$ cat config.mk
export PLATFORM = sky130hd
export DESIGN_NAME = conv1_wm_loader_flat
export DESIGN_NICKNAME = d
export VERILOG_FILES = /design/src/rtl/conv1_wm_loader_if.sv /design/src/rtl/conv1_wm_loader.sv /design/src/flat_wrapper.sv
export SDC_FILE = /design/constraint.sdc
export NUM_CORES = 1
export LEC_CHECK = 0
export CELL_PAD_IN_SITES_DETAIL_PLACEMENT = 0
export CELL_PAD_IN_SITES_GLOBAL_PLACEMENT = 1
export CORE_MARGIN = 5
export CORE_UTILIZATION = 37
export CTS_CLUSTER_SIZE = 14
export DETAILED_ROUTE_END_ITERATION = 10
export PLACE_DENSITY = 0.85
export SLEW_MARGIN = 20
export SYNTH_ARGS = -nofsm -noshare
export SYNTH_HDL_FRONTEND = slang
export SYNTH_SLANG_ARGS = --single-unit
$ cat constraint.sdc
create_clock -name clk0 -period 4 [get_ports clk0]
set_input_delay 0.8 -clock clk0 [delete_from_list [all_inputs] [get_ports clk0]]
set_output_delay 0.8 -clock clk0 [all_outputs]
set_load 0.1 [all_outputs]
$ cat src/rtl/conv1_wm_loader_if.sv
// Weight stream bundle for conv1_wm_loader: the load-side valid/ready stream
// and the replay-side weight stream toward the MAC array.
interface conv1_wm_loader_if #(
    parameter int DATA_WIDTH = 16
);
    logic                  load_valid;
    logic [DATA_WIDTH-1:0] load_data;
    logic                  load_ready;
    logic                  w_valid;
    logic [DATA_WIDTH-1:0] w_data;
    logic                  w_last;
    logic                  w_ready;

    modport slave (
        input  load_valid, load_data, w_ready,
        output load_ready, w_valid, w_data, w_last
    );

    modport master (
        output load_valid, load_data, w_ready,
        input  load_ready, w_valid, w_data, w_last
    );
endinterface

$ cat src/rtl/conv1_wm_loader.sv
// conv1 weight SRAM loader / replay sequencer with a 2-entry skid FIFO.
// Optional CONV1_WM_CHECKSUM_EN adds a load checksum and replay mismatch flag.
module conv1_wm_loader #(
    parameter int DATA_WIDTH = 16,
    parameter int ADDR_WIDTH = 7,
    parameter int NUM_WORDS  = 100
) (
    input  logic                  clk0,
    input  logic                  rst_n,
    conv1_wm_loader_if.slave      wm,
    input  logic                  clear,
    input  logic                  start,
    output logic                  loaded,
    output logic                  busy,
    output logic                  sram_csb0,
    output logic                  sram_web0,
    output logic [ADDR_WIDTH-1:0] sram_addr0,
    output logic [DATA_WIDTH-1:0] sram_din0,
    input  logic [DATA_WIDTH-1:0] sram_dout0
`ifdef CONV1_WM_CHECKSUM_EN
    ,
    output logic [DATA_WIDTH-1:0] checksum,
    output logic                  chk_err
`endif
);
    typedef enum logic [1:0] {S_IDLE, S_LOAD, S_LOADED, S_STREAM} state_t;

    localparam int                  PW      = ADDR_WIDTH + 1;
    localparam logic [PW-1:0]       NUM_W   = PW'(NUM_WORDS);
    localparam logic [PW-1:0]       LAST_W  = PW'(NUM_WORDS - 1);
    localparam logic [PW-1:0]       PTR_ONE = PW'(1);

    state_t                  state_r;
    logic [PW-1:0]           wr_ptr_r;
    logic [PW-1:0]           rd_ptr_r;
    logic                    load_ready_r;
    logic                    loaded_r;
    logic                    busy_r;
    logic                    inflight_r;
    logic                    inflight_last_r;
    logic [DATA_WIDTH-1:0]   fifo_data_r [0:1];
    logic                    fifo_last_r [0:1];
    logic                    head_r;
    logic                    tail_r;
    logic [1:0]              count_r;

    logic                    load_fire_s;
    logic                    pop_s;
    logic                    last_pop_s;
    logic [2:0]              occ_s;
    logic                    issue_s;

    assign load_fire_s   = wm.load_valid && load_ready_r;
    assign wm.load_ready = load_ready_r;
    assign wm.w_valid    = (count_r != 2'd0);
    assign wm.w_data     = fifo_data_r[head_r];
    assign wm.w_last     = fifo_last_r[head_r];
    assign loaded        = loaded_r;
    assign busy          = busy_r;
    assign pop_s         = wm.w_valid && wm.w_ready;
    assign last_pop_s    = pop_s && wm.w_last;

    // A same-cycle pop frees a slot, which keeps the read port streaming at full rate.
    assign occ_s   = {1'b0, count_r} + {2'b00, inflight_r} - {2'b00, pop_s};
    assign issue_s = (state_r == S_STREAM) && (rd_ptr_r < NUM_W) && (occ_s < 3'd2);

    // SRAM pin drive: write on an accepted beat, read on an issued replay access.
    always_comb begin
        sram_csb0  = 1'b1;
        sram_web0  = 1'b1;
        sram_addr0 = {ADDR_WIDTH{1'b0}};
        sram_din0  = {DATA_WIDTH{1'b0}};
        if (load_fire_s) begin
            sram_csb0  = 1'b0;
            sram_web0  = 1'b0;
            sram_addr0 = wr_ptr_r[ADDR_WIDTH-1:0];
            sram_din0  = wm.load_data;
        end else if (issue_s) begin
            sram_csb0  = 1'b0;
            sram_addr0 = rd_ptr_r[ADDR_WIDTH-1:0];
        end else begin
            sram_csb0  = 1'b1;
            sram_web0  = 1'b1;
        end
    end

    // Control FSM with registered status outputs.
    always_ff @(posedge clk0 or negedge rst_n) begin
        if (!rst_n) begin
            state_r      <= S_IDLE;
            wr_ptr_r     <= {PW{1'b0}};
            rd_ptr_r     <= {PW{1'b0}};
            load_ready_r <= 1'b0;
            loaded_r     <= 1'b0;
            busy_r       <= 1'b0;
        end else begin
            case (state_r)
                S_IDLE, S_LOAD: begin
                    load_ready_r <= 1'b1;
                    if (load_fire_s) begin
                        if (wr_ptr_r == LAST_W) begin
                            wr_ptr_r     <= {PW{1'b0}};
                            state_r      <= S_LOADED;
                            load_ready_r <= 1'b0;
                            loaded_r     <= 1'b1;
                        end else begin
                            wr_ptr_r <= wr_ptr_r + PTR_ONE;
                            state_r  <= S_LOAD;
                        end
                    end
                end
                S_LOADED: begin
                    if (clear) begin
                        state_r      <= S_IDLE;
                        loaded_r     <= 1'b0;
                        load_ready_r <= 1'b1;
                    end else if (start) begin
                        state_r  <= S_STREAM;
                        rd_ptr_r <= {PW{1'b0}};
                        busy_r   <= 1'b1;
                    end
                end
                S_STREAM: begin
                    if (issue_s) begin
                        rd_ptr_r <= rd_ptr_r + PTR_ONE;
                    end
                    if (last_pop_s) begin
                        state_r <= S_LOADED;
                        busy_r  <= 1'b0;
                    end
                end
                default: begin
                    state_r      <= S_IDLE;
                    load_ready_r <= 1'b0;
                    loaded_r     <= 1'b0;
                    busy_r       <= 1'b0;
                end
            endcase
        end
    end

    // Read-latency tracking and the 2-entry skid FIFO.
    always_ff @(posedge clk0 or negedge rst_n) begin
        if (!rst_n) begin
            inflight_r      <= 1'b0;
            inflight_last_r <= 1'b0;
            fifo_data_r[0]  <= {DATA_WIDTH{1'b0}};
            fifo_data_r[1]  <= {DATA_WIDTH{1'b0}};
            fifo_last_r[0]  <= 1'b0;
            fifo_last_r[1]  <= 1'b0;
            head_r          <= 1'b0;
            tail_r          <= 1'b0;
            count_r         <= 2'd0;
        end else begin
            inflight_r      <= issue_s;
            inflight_last_r <= issue_s && (rd_ptr_r == LAST_W);
            if (inflight_r) begin
                fifo_data_r[tail_r] <= sram_dout0;
                fifo_last_r[tail_r] <= inflight_last_r;
                tail_r              <= ~tail_r;
            end
            if (pop_s) begin
                head_r <= ~head_r;
            end
            count_r <= count_r + {1'b0, inflight_r} - {1'b0, pop_s};
        end
    end

`ifdef CONV1_WM_CHECKSUM_EN
    logic [DATA_WIDTH-1:0] checksum_r;
    logic [DATA_WIDTH-1:0] replay_sum_r;
    logic                  chk_err_r;

    assign checksum = checksum_r;
    assign chk_err  = chk_err_r;

    // Load checksum and per-replay sum comparison at the w_last pop.
    always_ff @(posedge clk0 or negedge rst_n) begin
        if (!rst_n) begin
            checksum_r   <= {DATA_WIDTH{1'b0}};
            replay_sum_r <= {DATA_WIDTH{1'b0}};
            chk_err_r    <= 1'b0;
        end else if (state_r == S_LOADED && clear) begin
            checksum_r   <= {DATA_WIDTH{1'b0}};
            replay_sum_r <= {DATA_WIDTH{1'b0}};
            chk_err_r    <= 1'b0;
        end else if (state_r == S_LOADED && start) begin
            replay_sum_r <= {DATA_WIDTH{1'b0}};
            chk_err_r    <= 1'b0;
        end else begin
            if (load_fire_s) begin
                checksum_r <= checksum_r + wm.load_data;
            end
            if (pop_s) begin
                replay_sum_r <= replay_sum_r + wm.w_data;
            end
            if (last_pop_s) begin
                chk_err_r <= ((replay_sum_r + wm.w_data) != checksum_r);
            end
        end
    end
`endif
endmodule

$ cat src/flat_wrapper.sv
// flat-port wrapper written by rule: the top's interface ports become plain ports
module conv1_wm_loader_flat 
#(
    parameter int DATA_WIDTH = 16,
    parameter int ADDR_WIDTH = 7,
    parameter int NUM_WORDS  = 100
)
  (clk0, rst_n, clear, start, loaded, busy, sram_csb0, sram_web0, sram_addr0, sram_din0, sram_dout0, wm_load_valid, wm_load_data, wm_w_ready, wm_load_ready, wm_w_valid, wm_w_data, wm_w_last);
  conv1_wm_loader_if #(.DATA_WIDTH(DATA_WIDTH)) wm_i ();
  input  logic clk0;
  input  logic rst_n;
  input  logic clear;
  input  logic start;
  output logic loaded;
  output logic busy;
  output logic sram_csb0;
  output logic sram_web0;
  output logic [ADDR_WIDTH-1:0] sram_addr0;
  output logic [DATA_WIDTH-1:0] sram_din0;
  input  logic [DATA_WIDTH-1:0] sram_dout0;
  input wire logic [$bits(wm_i.load_valid)-1:0] wm_load_valid;
  input wire logic [$bits(wm_i.load_data)-1:0] wm_load_data;
  input wire logic [$bits(wm_i.w_ready)-1:0] wm_w_ready;
  output wire logic [$bits(wm_i.load_ready)-1:0] wm_load_ready;
  output wire logic [$bits(wm_i.w_valid)-1:0] wm_w_valid;
  output wire logic [$bits(wm_i.w_data)-1:0] wm_w_data;
  output wire logic [$bits(wm_i.w_last)-1:0] wm_w_last;
  assign wm_i.load_valid = wm_load_valid;
  assign wm_i.load_data = wm_load_data;
  assign wm_i.w_ready = wm_w_ready;
  assign wm_load_ready = wm_i.load_ready;
  assign wm_w_valid = wm_i.w_valid;
  assign wm_w_data = wm_i.w_data;
  assign wm_w_last = wm_i.w_last;
  conv1_wm_loader #(.DATA_WIDTH(DATA_WIDTH), .ADDR_WIDTH(ADDR_WIDTH), .NUM_WORDS(NUM_WORDS)) u_core (.clk0(clk0), .rst_n(rst_n), .wm(wm_i), .clear(clear), .start(start), .loaded(loaded), .busy(busy), .sram_csb0(sram_csb0), .sram_web0(sram_web0), .sram_addr0(sram_addr0), .sram_din0(sram_din0), .sram_dout0(sram_dout0));
endmodule
==> impl_metrics.csv <==
group,metric,value,unit
grt,grt_pass1_wl,12270,µm
die,die_h,100.9,µm
power_and_ir_drop,sequentialPowerShare,31.0,%
grt,gr-usage-all-layers,15.17,%
power_and_ir_drop,power.share.clock,26.7,%
setup_path,required,3200,ps
cts,htree_levels,3,
logic_synthesis,synth_top_area_share,49.92,%
setup_path,crit_top_cell,"buf_12",
timing,max-slew-margin-rel,32.17,%
placed_design,gp_congestion,0.7862,
cts,cts_tree,"built",
cts,insertion_delay,320,ps
timing,fin_crit_sh,95.02,%
power_and_ir_drop,p_int,0.001409,W
timing,post-route-min-period,3801,ps
hold_path,worstHoldPathType,"register to register",
logic_synthesis,synth.most_common_cell,"dfrtp_1",
cts,cts.path.max_buffers,2,
logic_synthesis,synth_cells,264,
power_and_ir_drop,p_sw_share,42.71,%
timing,fmax,263.1,MHz
logic_synthesis,ys_ff_latch,61,
timing,drv_slew,0,
final_layout,regArea,0.001526,mm²
setup_path,rrSetupSlack,1110,ps
grt,antenna_found_initial,0,
final_layout,drive_gt1_share,39.50,%
logic_synthesis,synthArstFlopShare,100.0,%
detailed_routing,drt-vias-per-instance,4.976,
setup_path,cp_max_fo,5,
die,start_util,37.59,%
timing,holdWs,477.0,ps
logic_synthesis,ys_seq_area_share,49.92,%
detailed_routing,wl_per_cell,15.69,µm
detailed_routing,drc,0,
detailed_routing,dr.first_iter.drc_count,82,
detailed_routing,dr.pass1.iters,4,
final_layout,nFillCells,699,
die,rows,33,
logic_synthesis,yosys-top-cells-count,"61 x dfrtp_1, 50 x mux2_2, 26 x nand2_1",
grt,grt_pass1_vias,2450,
setup_path,start_kind,"input pin",
cts,clk_pin_slew,70,ps
setup_path,crit_chain,"clkbuf_2 > o21a_1 > ha_1 > inv_1 > ha_2 > inv_2 > fa_1 > and4b_2 > o211ai_4 > buf_12 > o21ai_4 > buf_12",
cts,cts_buffers,9,
setup_path,critical_path.max_stage_delay,520,ps
timing,rsz0062_at_grt,"false",
setup_path,slowest_stage,"fa_1",
flow_run,max_cap_violations,0,
detailed_routing,final_antenna_net_count,0,
setup_path,critPathArrivalTime,3000,ps
die,io_pins,84,
cts,clock-sinks,61,
placed_design,port-buffer-count,83,
timing,worstMarginPinSlew,1014,ps
detailed_routing,totalWireLength,7328,µm
grt,grt-ovfl-total,0,
die,die_w,100.9,µm
run_status,status,"completed",
final_layout,postLayoutCellArea,0.004364,mm²
die,core_area,0.008134,mm²
timing,final_hold_viol_count,0,
logic_synthesis,yosysTopAreaCell,"dfrtp_1",
setup_path,path_class,"input pin to output port",
logic_synthesis,synth_warnings,0,
power_and_ir_drop,power_switching,0.001050,W
logic_synthesis,synth_ff_type,"dfrtp_1",
logic_synthesis,syn_avg_cell_area,11.58,µm²
placed_design,dp_hpwl,5239,µm
detailed_routing,vias,2324,
power_and_ir_drop,comb_power_share,42.4,%
die,die-area,0.01018,mm²
power_and_ir_drop,power_density,563.5,mW/mm²
final_layout,insertedDiodeCount,0,
setup_path,cp-end-kind,"output port",
final_layout,multiInputGateArea,0.001520,mm²
timing,finalSetupViolations,0,
final_layout,final_nets,400,
cts,cts-root-buf,"clkbuf_8",
logic_synthesis,synth_fp_nets,307,
logic_synthesis,synth_edf_count,0,
logic_synthesis,synth.cell_area,0.003058,mm²
logic_synthesis,ys_top_cells_by_area,"dfrtp_1 50%, mux2_2 18%, and3_1 4.3%, nand2_1 3.2%, o21ai_0 2.8%",
placed_design,dpl-instance-area,0.004054,mm²
grt,grt_max_degree,39,
power_and_ir_drop,ir_drop,0.3543,mV
power_and_ir_drop,cellLeakagePower,2.079,nW
final_layout,area_growth,42.72,%
logic_synthesis,ys_types,47,
timing,fin_skew,7.059,ps
[metal layers]
layer | vias to the layer above | track usage [%] | wire length [µm]
li1 | 1118 | - | -
met1 | 1146 | 20.62 | 3364
met2 | 52 | 24.15 | 3502
met3 | 8 | 3.253 | 386
met4 | 0 | 4.908 | 74
met5 | - | 0 | 0
[worst max-delay path, delay by kind of cell]
kind / cells / cell delay, ps
AOI/OAI and AO/OA: 3 / 410
adders and majority gates: 3 / 980
buffers and inverters: 5 / 540
and+or+nand+nor: 1 / 280
[layout make-up]
cell class | count | share of cell area, %
clock buffers | 10 | 2.924
flip-flops and latches | 61 | 34.98
well taps | 105 | 3.010
multi-input cells | 182 | 34.83
repair buffers | 94 | 20.87
inverters | 9 | 0.8314
clock inverters | 6 | 2.552
[logic make-up after synthesis]
kind of cell	count (synthesis)	synth area share, %
fa+ha+maj	5	2.291
simple gates	83	15.59
flops	61	49.92
xor+xnor	7	2.005
mux	52	19.15
buf+inv	21	3.314
compound gates	35	7.733
[sequential cells by signal (all words and copies together), names as in the netlist]
name / count
u_core.inflight_last_r: 1
u_core.loaded: 1
u_core.rd_ptr_r: 8
u_core.tail_r: 1
u_core.wr_ptr_r: 8
u_core.fifo_data_r: 32
u_core.fifo_last_r: 2
u_core.count_r: 2
u_core.head_r: 1
u_core.busy: 1
u_core.wm.load_ready: 1
u_core.inflight_r: 1
u_core.state_r: 2
[worst paths after layout]
| check | from | endpoint | cells after the start |
|---|---|---|---|
| setup / recovery | wm_w_ready | sram_addr0[2] | 12 |
| hold / removal | u_core.wr_ptr_r[7] | u_core.wr_ptr_r[7] | 1 |
| setup reg to reg | u_core.count_r[1] | u_core.rd_ptr_r[5] | 12 |
| hold reg to reg | u_core.wr_ptr_r[7] | u_core.wr_ptr_r[7] | 1 |
| max in group asynchronous | rst_n | u_core.rd_ptr_r[3] | 2 |
| min in group asynchronous | rst_n | u_core.fifo_data_r[22] | 1 |
[per-stage QoR]
| stage | setup slack (ps) | cells | TNS, ps | utilization [%] | total power [W] |
|---|---|---|---|---|---|
| finish | 199.0 | 467 | 0 | 53.65 | 0.002459 |
| global route | 47.41 | 467 | 0 | 53.65 | 0.002559 |
| CTS | 53.97 | 465 | 0 | 53.44 | 0.002480 |
| detailed placement | -133.7 | 448 | -827.7 | 49.84 | 0.001800 |
| global placement | -117.8 | 448 | -734.4 | 49.84 | 0.001794 |
| floorplan | -33.84 | 264 | -169.2 | - | 0.001523 |
[cell usage in the layout (no fill, tap or decap), types with 2 or more instances in the layout]
cell type and instances:
dfrtp_1 61, and2_1 3, mux2_1 2, mux2_2 50, ha_1 3, clkdlybuf4s50_1 39, buf_4 44, xor2_1 5
bufinv_16 3, a211o_1 2, inv_2 2, nand3_1 6, nand2_1 25, nand2b_1 5, or2_2 2, o21a_1 2
o21ai_4 7, clkbuf_8 9, nor3_1 2, nor2_1 3, a22o_1 4, xnor2_1 2, a21oi_1 3, buf_12 9
o21ai_0 11, and3_1 21, inv_1 6
[what timing repair did]
item,CTS,global route
endpoints found under the setup margin,8,7
resized for setup,10,4
hold endpoints to repair,0,0
buffers inserted,1,2
hold buffers,0,0
pin swaps,9,5
[power groups by stage]
stage	sequential, W	combinational, W	clock [W]
final	0.000761	0.00104	0.000656
after global routing	0.000773	0.00110	0.000691
after CTS	0.000763	0.00105	0.000671
after detailed placement	0.000771	0.00103	0
after global placement	0.000770	0.00102	0
after floorplan	0.000711	0.000812	0
Power figures use the tool's default switching activity.
